==> src/rtl/mc_core_param.sv <==
// mc_core_param: parametrised MIPS-subset multicycle core with integrated control FSM and req/ready memory port.
module mc_core_param #(
    parameter int              XLEN     = 32,
    parameter int              ADDR_W   = 16,
    parameter logic [XLEN-1:0] RESET_PC = '0
) (
    input  logic              clk,
    input  logic              reset,
    output logic              mem_req,
    output logic              mem_we,
    output logic [ADDR_W-1:0] mem_addr,
    output logic [XLEN-1:0]   mem_wdata,
    input  logic [XLEN-1:0]   mem_rdata,
    input  logic              mem_ready,
    output logic [XLEN-1:0]   pc,
    output logic [2:0]        state,
    output logic              halt,
    output logic              illegal
);
    typedef enum logic [2:0] {
        FETCH  = 3'd0,
        DECODE = 3'd1,
        EXEC   = 3'd2,
        MEM    = 3'd3,
        WB     = 3'd4,
        HALT   = 3'd5
    } state_t;

    localparam logic [5:0] OP_R = 6'h00, OP_LW = 6'h23, OP_SW = 6'h2B, OP_BEQ = 6'h04;
    localparam logic [5:0] OP_ADDI = 6'h08, OP_J = 6'h02, OP_HALT = 6'h3F;
    localparam logic [5:0] F_ADD = 6'h20, F_SUB = 6'h22, F_AND = 6'h24, F_OR = 6'h25, F_SLT = 6'h2A;

    state_t            state_q, state_n;
    logic [31:0]       ir;
    logic [XLEN-1:0]   pc_q, a, b, alu_out, mdr, target;
    logic [XLEN-1:0]   regs [32];
    logic              illegal_q;

    logic [5:0]        opcode, funct;
    logic [4:0]        rs, rt, rd, wb_dst;
    logic [XLEN-1:0]   sext_imm, alu_r, exec_res, wb_val;
    logic              funct_ok, op_ok;

    assign opcode   = ir[31:26];
    assign rs       = ir[25:21];
    assign rt       = ir[20:16];
    assign rd       = ir[15:11];
    assign funct    = ir[5:0];
    assign sext_imm = {{(XLEN-16){ir[15]}}, ir[15:0]};

    assign funct_ok = funct inside {F_ADD, F_SUB, F_AND, F_OR, F_SLT};
    assign op_ok    = (opcode == OP_R) ? funct_ok
                    : opcode inside {OP_LW, OP_SW, OP_BEQ, OP_ADDI, OP_J, OP_HALT};

    always_comb begin
        alu_r = (funct == F_SUB) ? a - b
              : (funct == F_AND) ? a & b
              : (funct == F_OR)  ? a | b
              : (funct == F_SLT) ? XLEN'($signed(a) < $signed(b))
              : a + b;
    end

    assign exec_res = (opcode == OP_R) ? alu_r : a + sext_imm;
    assign wb_dst   = (opcode == OP_R) ? rd : rt;
    assign wb_val   = (opcode == OP_LW) ? mdr : alu_out;

    // The bus request is gated by reset so an in-flight access is dropped the moment reset asserts.
    assign mem_req   = reset & ((state_q == FETCH) | (state_q == MEM));
    assign mem_we    = mem_req & (state_q == MEM) & (opcode == OP_SW);
    assign mem_addr  = ADDR_W'(((state_q == MEM) ? alu_out : pc_q) >> 2);
    assign mem_wdata = b;
    assign pc        = pc_q;
    assign state     = state_q;
    assign halt      = (state_q == HALT);
    assign illegal   = illegal_q;

    always_ff @(posedge clk or negedge reset) begin
        if (!reset) state_q <= FETCH;
        else        state_q <= state_n;
    end

    always_comb begin
        state_n = state_q;
        case (state_q)
            FETCH:   state_n = mem_ready ? DECODE : FETCH;
            DECODE:  state_n = op_ok ? EXEC : HALT;
            EXEC:    state_n = (opcode == OP_R || opcode == OP_ADDI) ? WB
                             : (opcode == OP_LW || opcode == OP_SW)  ? MEM
                             : (opcode == OP_HALT)                   ? HALT
                             : FETCH;
            MEM:     state_n = !mem_ready ? MEM : (opcode == OP_LW) ? WB : FETCH;
            WB:      state_n = FETCH;
            default: state_n = HALT;
        endcase
    end

    always_ff @(posedge clk or negedge reset) begin
        if (!reset) begin
            pc_q      <= RESET_PC;
            ir        <= '0;
            a         <= '0;
            b         <= '0;
            alu_out   <= '0;
            mdr       <= '0;
            target    <= '0;
            illegal_q <= 1'b0;
            for (int i = 0; i < 32; i++) regs[i] <= '0;
        end else begin
            if (state_q == FETCH && mem_ready) begin
                ir   <= mem_rdata[31:0];
                pc_q <= pc_q + XLEN'(4);
            end
            if (state_q == DECODE) begin
                a      <= regs[rs];
                b      <= regs[rt];
                target <= pc_q + (sext_imm << 2);
                if (!op_ok) illegal_q <= 1'b1;
            end
            if (state_q == EXEC) begin
                alu_out <= exec_res;
                if (opcode == OP_BEQ && a == b) pc_q <= target;
                if (opcode == OP_J) pc_q <= {pc_q[XLEN-1:28], ir[25:0], 2'b00};
            end
            if (state_q == MEM && mem_ready && opcode == OP_LW) mdr <= mem_rdata;
            // R0 is never written, so its reset value keeps it reading as zero.
            if (state_q == WB && wb_dst != 5'd0) regs[wb_dst] <= wb_val;
        end
    end
endmodule
==> config.mk <==
export PLATFORM = sky130hd
export DESIGN_NAME = mc_core_param
export DESIGN_NICKNAME = d
export VERILOG_FILES = /design/src/rtl/mc_core_param.sv
export SDC_FILE = /design/constraint.sdc
export NUM_CORES = 2
export LEC_CHECK = 0
export ABC_AREA = 1
export BUFFER_PORTS_ARGS = -buffer_cell sky130_fd_sc_hd__buf_2
export CAP_MARGIN = 40
export CORE_AREA = 2 2 432 434
export DETAILED_ROUTE_END_ITERATION = 7
export DIE_AREA = 0 0 434 436
export HOLD_SLACK_MARGIN = 0.08
export PLACE_DENSITY = 0.57
export SETUP_SLACK_MARGIN = 0.5
export SYNTH_ARGS = -nofsm -noshare
export SYNTH_HDL_FRONTEND = slang
export SYNTH_SLANG_ARGS = --single-unit
==> constraint.sdc <==
create_clock -name clk -period 4.9 [get_ports clk]
set_input_delay 1.225 -clock clk [delete_from_list [all_inputs] [get_ports clk]]
set_output_delay 1.225 -clock clk [all_outputs]
set_load 0.1 [all_outputs]
==> results.txt <==
----------------------------------------------------
[Synthesis]
  Flop and latch count out of synthesis ... 1252
  Leading post-synthesis cells by instance count ... o21ai_0 (2424), nand2_1 (1971), nor2_1 (1514)
  Mean cell area of the mapped netlist ... 7.210 sq um
  Proportion of synthesized flip-flops having asynchronous set or reset ... 1.000
  Area contributors post-synth ... dfrtp_1 (43%), o21ai_0 (16%), nand2_1 (10%), nor2_1 (7.7%), o22ai_1 (4.4%)
  Leading cell type by number of instances after synthesis ... o21ai_0
  Total nets after synthesis ... 10405
  Netlist cell types ... 56
  Warnings, synthesis ... 0
  Seq/Total Area, Yosys ... 0.4257
  Most frequently used flop master after synthesis ... dfrtp_1
  Post-synthesis cell area ... 73590 sq um
  EDFF count, synth ... 0
  Share of the synthesized area in the top cell type ... 0.4257
  Dominant cell type by area after synthesis ... dfrtp_1
  Number of cells produced by synthesis ... 10207

[Clock network]
  Post_cts resized ... 0
  CTS Buffer Depth ... 3
  Hold buffer count at CTS ... 0
  TritonCTS sink count ... 1252
  Post-CTS setup buffer count ... 0
  TritonCTS clock tree ... built
  Clock-pin slew on the worst setup and hold paths ... 60 ps
  Number of CTS-inserted buffers ... 147
  Clock insertion delay at the later pin of the skew report ... 820 ps
  Clock root buffer master ... clkbuf_16
  CTS H-Tree Depth ... 4

[Placement]
  Number of buffer cells added on primary ports ... 121
  Post-detail-place hpwl ... 202100 um
  Instance count after placement with tap cells included ... 12168
  Last weighted congestion value of the routability-driven placer ... 0.9382

[STA]
  Normalized max-slew margin ... 0.3544
  Hold Vio Cnt, Final ... 0
  Shortest clock period the worst path allows after layout ... 4212 ps
  Setup clock skew after layout ... 30.25 ps
  RSZ-0062 raised after global routing ... no
  Final setup violating endpoints ... 0
  Hold Slack ... 325.9 ps
  Max Clock Freq ... 0.2374 GHz
  Ratio of final minimum period to clock period ... 0.8596
  Slew at the pin closest to its max-slew limit ... 968.5 ps
  Number of slew-limit violations in the final report ... 0
  TNS Setup ... 0 ps

[Detailed routing]
  Number of search-and-repair iterations in the first detailed-routing pass ... 6
  Routed WL ... 319900 um
  Remaining antenna violation count ... 0
  Drt drc ... 0
  Routed length per instance ... 25.71 um
  Vias/cell ... 6.050
  Initial DRC count ... 10462
  Via total after detailed routing ... 75264

[Critical path]
  Delay of the slowest cell on the worst path ... 600 ps
  Number of cells on the worst reg-to-reg path ... 12
  Start point of the critical path ... state[1]
  Crit-path cells ... inv_1 > nor3_2 > buf_4 > inv_1 > nand2_1 > o21ai_2 > buf_2
  Slowest stage cell on the critical path ... inv_1
  Cell mode on critical path ... inv_1
  Critical path class ... reg -> out
  Worst R2R Setup Slack ... 1140 ps
  Reg-to-reg critical path startpoint ... a[24]
  Setup crit end ... mem_addr[9]
  Arrival time of data at the critical path endpoint ... 2990 ps
  Req. time, crit path ... 3670 ps
  Kind of end point of the critical path ... output pin
  Maximum fanout along the worst path ... 20
  Capturing point of the worst reg2reg path ... pc[23]
  Crit start category ... register

[Power]
  P per Cell Area ... 300.0 nW/um^2
  LEAKAGE ... 0.03625 uW
  Largest voltage drop on the vdd net ... 0.0003861 V
  Design Power ... 24520 uW

[Die]
  Initial Util ... 0.3986
  Die Outline Area ... 189200 sq um
  Horizontal die dimension ... 434 um
  Top-level I/O count ... 122
  Rows ... 158
  Die height ... 436 um
  Core box area ... 184600 sq um

[Final layout]
  Number of nets in the final layout ... 10036
  Final instance count without filler cells ... 12441
  Layout cell share with drive strength beyond 1 ... 0.06804
  Number of fillers in the final layout ... 18766
  Layout-stage area growth over the synthesis result ... 11.04%
  Final cell utilization of the core ... 0.4426

[GRT]
  First-pass GRT wire length ... 468700 um
  Via count of the first global-routing pass ... 69779
  Remaining global-route overflow ... 0
  Number of antenna violations at the first check in global routing ... 31
  Overall fraction of global-route tracks in use ... 0.3298
  Pin count of the biggest net entering global routing ... 168

[Min path]
  Type of the most critical hold path ... in -> async

[Job]
  Number of max-cap violations ... 0

[Run status]
  Run status ... complete, no violations

----------------------------------------------------
flip-flops by register name, summed over array words and instances (netlist names):
name       flops
alu_out       32
a             32
mem_wdata     32
regs        1024
illegal        1
state          3
target        32
pc            32
mdr           32
ir            32
final cells by class:
class	instances	area, sq um	area share
tap	2480	3103	0.03797
inverter	494	1901	0.02326
timing repair buffer	331	3226	0.03947
multi-input combinational	7612	37170	0.4548
clock buffer	219	4293	0.05253
sequential	1252	31360	0.3838
antenna	11	27.53	0.0003368
clock inverter	42	638.1	0.007809
per-layer routing:
layer / wire, um / up-vias / track usage
met4: 17830 / 26 / 0.1709
li1: - / 33752 / -
met1: 129000 / 36356 / 0.4434
met2: 139100 / 4275 / 0.4952
met3: 33690 / 855 / 0.07418
met5: 193 / - / 0
worst min-delay path by stage:
| stage | cells after the start | end | slack, ps | start |
|---|---|---|---|---|
| 6_report | 1 | regs[862] | 330 | reset |
| 3_3_place_gp | 0 | regs[1011] | 390 | regs[1011] |
| 4_1_cts | 1 | regs[862] | 320 | reset |
| 5_1_grt | 1 | regs[862] | 320 | reset |
| 3_5_place_dp | 0 | regs[1017] | 390 | regs[1017] |
| 2_1_floorplan | 2 | target[2] | 440 | target[2] |
logic make-up after synthesis:
family | Yosys count | share of synthesized area
flops | 1252 | 0.4257
mux | 18 | 0.002754
simple gates | 3873 | 0.2078
compound gates | 3504 | 0.2581
fa+ha+maj | 163 | 0.02812
buf+inv | 1343 | 0.07117
xor+xnor | 54 | 0.006427
through the flow:
step | setup slack (ps) | area, sq um
after floorplan | 64.24 | 73640
after global placement | 1166 | 75800
after CTS | 677.5 | 81680
after global routing | 554.3 | 81690
after detailed placement | 1129 | 76750
final | 687.8 | 81720
report_power, final:
| group | switching [uW] | total, uW | internal, uW | leakage (uW) |
|---|---|---|---|---|
| Sequential | 90.7 | 10400 | 10400 | 0.0173 |
| Clock | 4720 | 11500 | 6750 | 0.00242 |
| Combinational | 1870 | 2600 | 726 | 0.0165 |
| Total | 6680 | 24500 | 17800 | 0.0362 |
cells in the final DEF (no fill, tap or decap), types with 33 or more instances in the layout:
master | netlist | routed
o21ai_0 | 2424 | 2417
nand2_1 | 1971 | 1971
nor2_1 | 1514 | 1513
dfrtp_1 | 1252 | 1242
o22ai_1 | 516 | 516
inv_1 | 482 | 475
a21oi_1 | 257 | 256
nand3_1 | 224 | 223
ha_1 | 159 | 159
clkbuf_16 | 0 | 150
buf_4 | 0 | 138
buf_2 | 121 | 118
o221ai_1 | 96 | 96
o21ai_1 | 56 | 57
buf_12 | 0 | 43
clkbuf_1 | 680 | 41
nand4_1 | 39 | 39
xor2_1 | 38 | 38
o21bai_1 | 33 | 33
worst max-delay path: cells and delay by family, from the launching register on:
| family | cells | cell delay, ps |
|---|---|---|
| AOI/OAI and AO/OA | 1 | 130 |
| buffers and inverters | 4 | 1400 |
| DFF | 1 | 450 |
| and+or+nand+nor | 2 | 200 |
(Power assumes the default switching activity.)
